## src/rtl/frame_serializer.sv

```systemverilog
// frame_serializer
//   Transmit side of the 11-bit serial frame link. One byte is taken per
//   valid_in/ready_out handshake and sent as start bit, data bits LSB first,
//   parity bit and stop bit. Each bit lasts CLKS_PER_BIT clocks. The line then
//   idles high for GAP_BITS bit-times before the next byte is accepted.
//
// Ports
//   clk        in   1  clock, all logic on posedge
//   reset      in   1  synchronous, active-high reset
//   data_in    in   8  byte to send, sampled only on accept
//   valid_in   in   1  data_in valid
//   ready_out  out  1  block can accept (accept = valid_in & ready_out)
//   tx         out  1  serial line, idles high
//   bit_tick   out  1  one-cycle pulse at the centre of each transmitted bit
//   busy       out  1  high from the cycle after accept until ready_out returns
//   done       out  1  one-cycle pulse in the first cycle after the stop bit
module frame_serializer #(
    parameter int CLKS_PER_BIT = 16,
    parameter int GAP_BITS     = 1,
    parameter bit PARITY_ODD   = 1'b1
) (
    input  logic       clk,
    input  logic       reset,
    input  logic [7:0] data_in,
    input  logic       valid_in,
    output logic       ready_out,
    output logic       tx,
    output logic       bit_tick,
    output logic       busy,
    output logic       done
);

    localparam int CYC_W    = $clog2(CLKS_PER_BIT);
    localparam int GAP_CLKS = GAP_BITS * CLKS_PER_BIT;
    localparam int GAP_W    = (GAP_CLKS > 0) ? $clog2(GAP_CLKS + 1) : 1;

    localparam logic [CYC_W-1:0] CYC_LAST = CYC_W'(CLKS_PER_BIT - 1);
    localparam logic [CYC_W-1:0] CYC_MID  = CYC_W'(CLKS_PER_BIT / 2);
    localparam logic [GAP_W-1:0] GAP_LAST = GAP_W'(GAP_CLKS);

    typedef enum logic [1:0] {
        IDLE,
        SEND,
        GAP
    } state_e;

    state_e            state_q, state_d;
    logic [CYC_W-1:0]  cyc_q, cyc_d;
    logic [3:0]        bit_q, bit_d;
    logic [GAP_W-1:0]  gap_q, gap_d;
    logic [10:0]       frame_q, frame_d;
    logic              tx_q, tx_d;
    logic              tick_q, tick_d;
    logic              fin_q, fin_d;
    logic              done_q, done_d;
    logic              ready_q, ready_d;
    logic              busy_q, busy_d;

    logic              accept;
    logic              frame_end;
    logic              gap_end;
    logic              parity;

    assign accept    = valid_in & ready_q;
    assign frame_end = (state_q == SEND) && (cyc_q == CYC_LAST) && (bit_q == 4'd10);
    assign gap_end   = (state_q == GAP) && (gap_q == GAP_LAST);
    assign parity    = PARITY_ODD ? ~^data_in : ^data_in;

    // State register
    always_ff @(posedge clk) begin
        if (reset) begin
            state_q <= IDLE;
        end else begin
            state_q <= state_d;
        end
    end

    // Next-state logic
    always_comb begin
        state_d = state_q;
        unique case (state_q)
            IDLE: if (accept) state_d = SEND;
            SEND: begin
                if (frame_end) begin
                    if (GAP_CLKS == 0) state_d = IDLE;
                    else               state_d = GAP;
                end
            end
            GAP:  if (gap_end) state_d = IDLE;
            default: state_d = IDLE;
        endcase
    end

    // Output / datapath next values.
    // tx and bit_tick are registered from cyc/bit, so the line trails the
    // counters by one clock; that lag is the one-cycle start latency after
    // accept. fin_q marks the cycle after the last stop-bit count so done
    // lands in the first cycle after the stop bit has left the line.
    always_comb begin
        cyc_d   = cyc_q;
        bit_d   = bit_q;
        gap_d   = gap_q;
        frame_d = frame_q;
        tx_d    = 1'b1;
        tick_d  = 1'b0;
        fin_d   = frame_end;
        done_d  = fin_q;
        ready_d = ready_q;
        busy_d  = busy_q;
        unique case (state_q)
            IDLE: begin
                if (accept) begin
                    frame_d = {1'b0, data_in[0], data_in[1], data_in[2], data_in[3],
                               data_in[4], data_in[5], data_in[6], data_in[7],
                               parity, 1'b1};
                    cyc_d   = '0;
                    bit_d   = '0;
                    ready_d = 1'b0;
                    busy_d  = 1'b1;
                end
            end
            SEND: begin
                tx_d   = frame_q[10];
                tick_d = (cyc_q == CYC_MID);
                gap_d  = '0;
                if (cyc_q == CYC_LAST) begin
                    cyc_d   = '0;
                    bit_d   = bit_q + 4'd1;
                    frame_d = {frame_q[9:0], 1'b1};
                end else begin
                    cyc_d = cyc_q + CYC_W'(1);
                end
            end
            GAP: begin
                gap_d = gap_q + GAP_W'(1);
            end
            default: begin
                tx_d = 1'b1;
            end
        endcase
        // Without a gap, ready returns together with done.
        if (gap_end || ((GAP_CLKS == 0) && fin_q)) begin
            ready_d = 1'b1;
            busy_d  = 1'b0;
        end
    end

    always_ff @(posedge clk) begin
        if (reset) begin
            cyc_q   <= '0;
            bit_q   <= '0;
            gap_q   <= '0;
            frame_q <= '1;
            tx_q    <= 1'b1;
            tick_q  <= 1'b0;
            fin_q   <= 1'b0;
            done_q  <= 1'b0;
            ready_q <= 1'b1;
            busy_q  <= 1'b0;
        end else begin
            cyc_q   <= cyc_d;
            bit_q   <= bit_d;
            gap_q   <= gap_d;
            frame_q <= frame_d;
            tx_q    <= tx_d;
            tick_q  <= tick_d;
            fin_q   <= fin_d;
            done_q  <= done_d;
            ready_q <= ready_d;
            busy_q  <= busy_d;
        end
    end

    assign ready_out = ready_q;
    assign tx        = tx_q;
    assign bit_tick  = tick_q;
    assign busy      = busy_q;
    assign done      = done_q;

endmodule

```

## config.mk

```make
export PLATFORM = sky130hd
export DESIGN_NAME = frame_serializer
export DESIGN_NICKNAME = d
export VERILOG_FILES = /design/src/rtl/frame_serializer.sv
export SDC_FILE = /design/constraint.sdc
export NUM_CORES = 1
export LEC_CHECK = 0
export ABC_AREA = 1
export BUFFER_PORTS_ARGS = -buffer_cell sky130_fd_sc_hd__buf_2
export CORE_MARGIN = 4
export CORE_UTILIZATION = 62
export DETAILED_ROUTE_END_ITERATION = 12
export GPL_TIMING_DRIVEN = 0
export PLACE_DENSITY = 0.87
export SKIP_LAST_GASP = 1
export SYNTH_ARGS = -nofsm -noshare
export SYNTH_HDL_FRONTEND = slang
export SYNTH_SLANG_ARGS = --single-unit
```

## constraint.sdc

```tcl
create_clock -name clk -period 4.1 [get_ports clk]
set_input_delay 1.23 -clock clk [delete_from_list [all_inputs] [get_ports clk]]
set_output_delay 1.23 -clock clk [all_outputs]
set_load 0.1 [all_outputs]
```

==> summary.md <==
| Metric | Value |
|---|---|
| Max-slew violations | `0` |
| Yosys Warn Count | `0` |
| Vias per cell | `5.086` |
| Relative max-transition margin | `a little under 70%` |
| Reg2reg setup slack | `2460 ps` |
| Die H | `~59 µm` |
| #FFs+latches synth | `31` |
| Antenna diodes | `0` |
| Antenna violations before repair | `0` |
| Worst skew pair latency | `between 300 and 400 ps` |
| Crit end category | `output port` |
| # nets final | `roughly 270` |
| Asr flop ratio synth | `0%` |
| Sinks on Clock Net | `31` |
| Storage cell area | `around 620 µm²` |
| GP Congestion | `0.8402` |
| CTS tree | `built` |
| TritonCTS buffer count | `5` |
| Die Area | `3479 µm²` |
| Area Overhead vs Synth | `10.17%` |
| # rows | `18` |
| Crit start category | `register` |
| # placed instances | `roughly 270` |
| Post-CTS Setup Bufs | `0` |
| Final Power | `about 1000 µW` |
| Buf/Inv on CP | `1` |
| Non-filler instance count after layout | `278` |
| Via Count | `~1,400` |
| Crit-path max cell delay | `around 440 ps` |
| Required time worst endpoint | `2870 ps` |
| Total GRT Usage | `19.29%` |
| Worst hold slack | `404.6 ps` |
| Syn_nets | `between 200 and 250` |
| DR pass1 iterations | `4` |
| Max frequency | `approximately 420 MHz` |
| Most frequent cells in the layout | `nand2_1, inv_1, dfxtp_1, nor2_1, buf_2` |
| Number of global-route vias before repair | `around 1,200` |
| Power density over the cells | `around 560 nW/µm²` |
| Share of layout cells above drive strength 1 | `about an eighth` |
| Setup ws final | `1713 ps` |
| Post-Synthesis Cells | `between 200 and 250` |
| Hpwl dp | `between 2000 and 2500 µm` |
| H-tree depth | `2` |
| Total Neg Setup Slack | `0 ps` |
| Total congestion overflow | `0` |
| RSZ-0062 raised after global routing | `false` |
| Initial DRC Count | `53` |
| Area occupied by multi-input gates | `about 800 µm²` |
| Pin slew with the least headroom to its limit | `484.6 ps` |
| Number of flops mapped to enable cells by yosys | `0` |
| I/O pin cnt | `16` |
| Detailed Route WL | `approximately 2800 µm` |
| Max Buffers Root-to-Sink | `2` |
| # fillers | `roughly 220` |
| Top_reg_cell synth | `dfxtp_1` |
| Worst Hold Class | `register to register` |
| Crit path max fanout | `4` |
| Routed wire per std cell | `just over 10 µm` |
| Seq/Total Area, Yosys | `38.51%` |
| Synthesized cell area | `1612 µm²` |
| Status | `complete, no violations` |
| Antenna Violating Nets Remaining | `0` |
| Root buf cell | `clkbuf_4` |
| Final Critical Period | `2387 ps` |
| Crit-path cells | `buf_2` |
| Pin count of the biggest net entering global routing | `11` |
| Kind of critical path | `register to output port` |
| Gate family responsible for the most delay along the worst path | `buffers and inverters` |
| Crit path DAT | `between 1000 and 1500 ps` |
| Reg clk slew, reported paths | `90 ps` |
| Die Span X | `about 59 µm` |
| Skew final | `4.792 ps` |
| Final hold violation count | `0` |
| Final setup vio count | `0` |
| Initial Util | `about two thirds` |
| Max capacitance violation total | `0` |
| Mean post-synth cell area | `approximately 7 µm²` |
| Synth cell types | `29` |
| Post-place setup slack | `approximately 1900 ps` |
| Global-route wire length before repair | `5043 µm` |
| # resized after CTS | `0` |
| DRC viols | `0` |
| IO buf count | `14` |
| Pleak | `around 0.87 nW` |
| Core area | `about 2500 µm²` |
| Most common cell after layout, fill and taps aside | `nand2_1` |
| Crit-path slowest cell | `buf_2` |
| # hold bufs at CTS | `0` |
| Max VDD drop | `about 0.45 mV` |
| Final critical-path share of the clock period | `58.22%` |
## final cells by class
type / instances / share of cell area (%)
multi-input combinational: 152 / 45.24
sequential: 31 / 34.95
inverter: 39 / 8.598
timing repair buffer: 14 / 3.946
clock buffer: 6 / 2.889
tap: 30 / 2.114
buffer: 5 / 1.973
clock inverter: 1 / 0.2819
## report_power, final
part           switching, mW  internal (mW)  leakage, nW  total (mW)
clock                  0.103         0.0793       0.0341       0.182
sequential            0.0365          0.373        0.254       0.410
combinational          0.271          0.136        0.582       0.407
total                  0.410          0.588        0.869       0.999
## flip-flops by register name, summed over array words and instances, names as in the netlist
| register | cells |
|---|---|
| frame_q | 10 |
| bit_q | 4 |
| done_d | 1 |
| bit_tick | 1 |
| state_q | 2 |
| tx | 1 |
| done | 1 |
| gap_q | 5 |
| ready_out | 1 |
| cyc_q | 4 |
| busy | 1 |
## metrics by stage
step	util, %	area [µm²]
finish	71.67	1775
global route	71.67	1775
CTS	71.67	1775
detailed placement	69.39	1719
global placement	69.39	1719
floorplan	-	1612
## path summary, 6_finish.rpt
| kind | startpoint | end | cells after the start |
|---|---|---|---|
| worst max-delay path | ready_out | ready_out | 1 |
| worst min-delay path | done_d | done | 2 |
| worst max register to register | state_q[0] | bit_q[3] | 9 |
| worst min register to register | done_d | done | 2 |
## cell usage after synthesis, drive strengths merged (2+ instances only)
cell / instances / area share (%)
dfxtp: 31 / 39
nor2: 16 / 3.7
nor3: 6 / 1.9
clkbuf: 2 / 0.47
o211ai: 9 / 4.2
buf: 3 / 1.7
ha: 10 / 7.8
nand3: 9 / 3.1
a21oi: 11 / 3.4
inv: 38 / 9.2
o21ai: 15 / 5.4
nand2: 66 / 16
## cells by family after synthesis
family	share of synthesized area [%]
and+or+nand+nor	26.17
buffers and inverters	11.65
AOI/OAI and AO/OA	14.83
DFF	38.51
adders and majority gates	7.764
xor gates and xnor gates	1.087
## layer usage
metal  share of wire, %  GRT usage (%)  vias up
met4                2.5          10.36        0
li1                   -              -      757
met1                 48          25.47      622
met3                4.8          6.536        7
met5                  0              0        -
met2                 45          27.60       28
(Power assumes the default switching activity.)
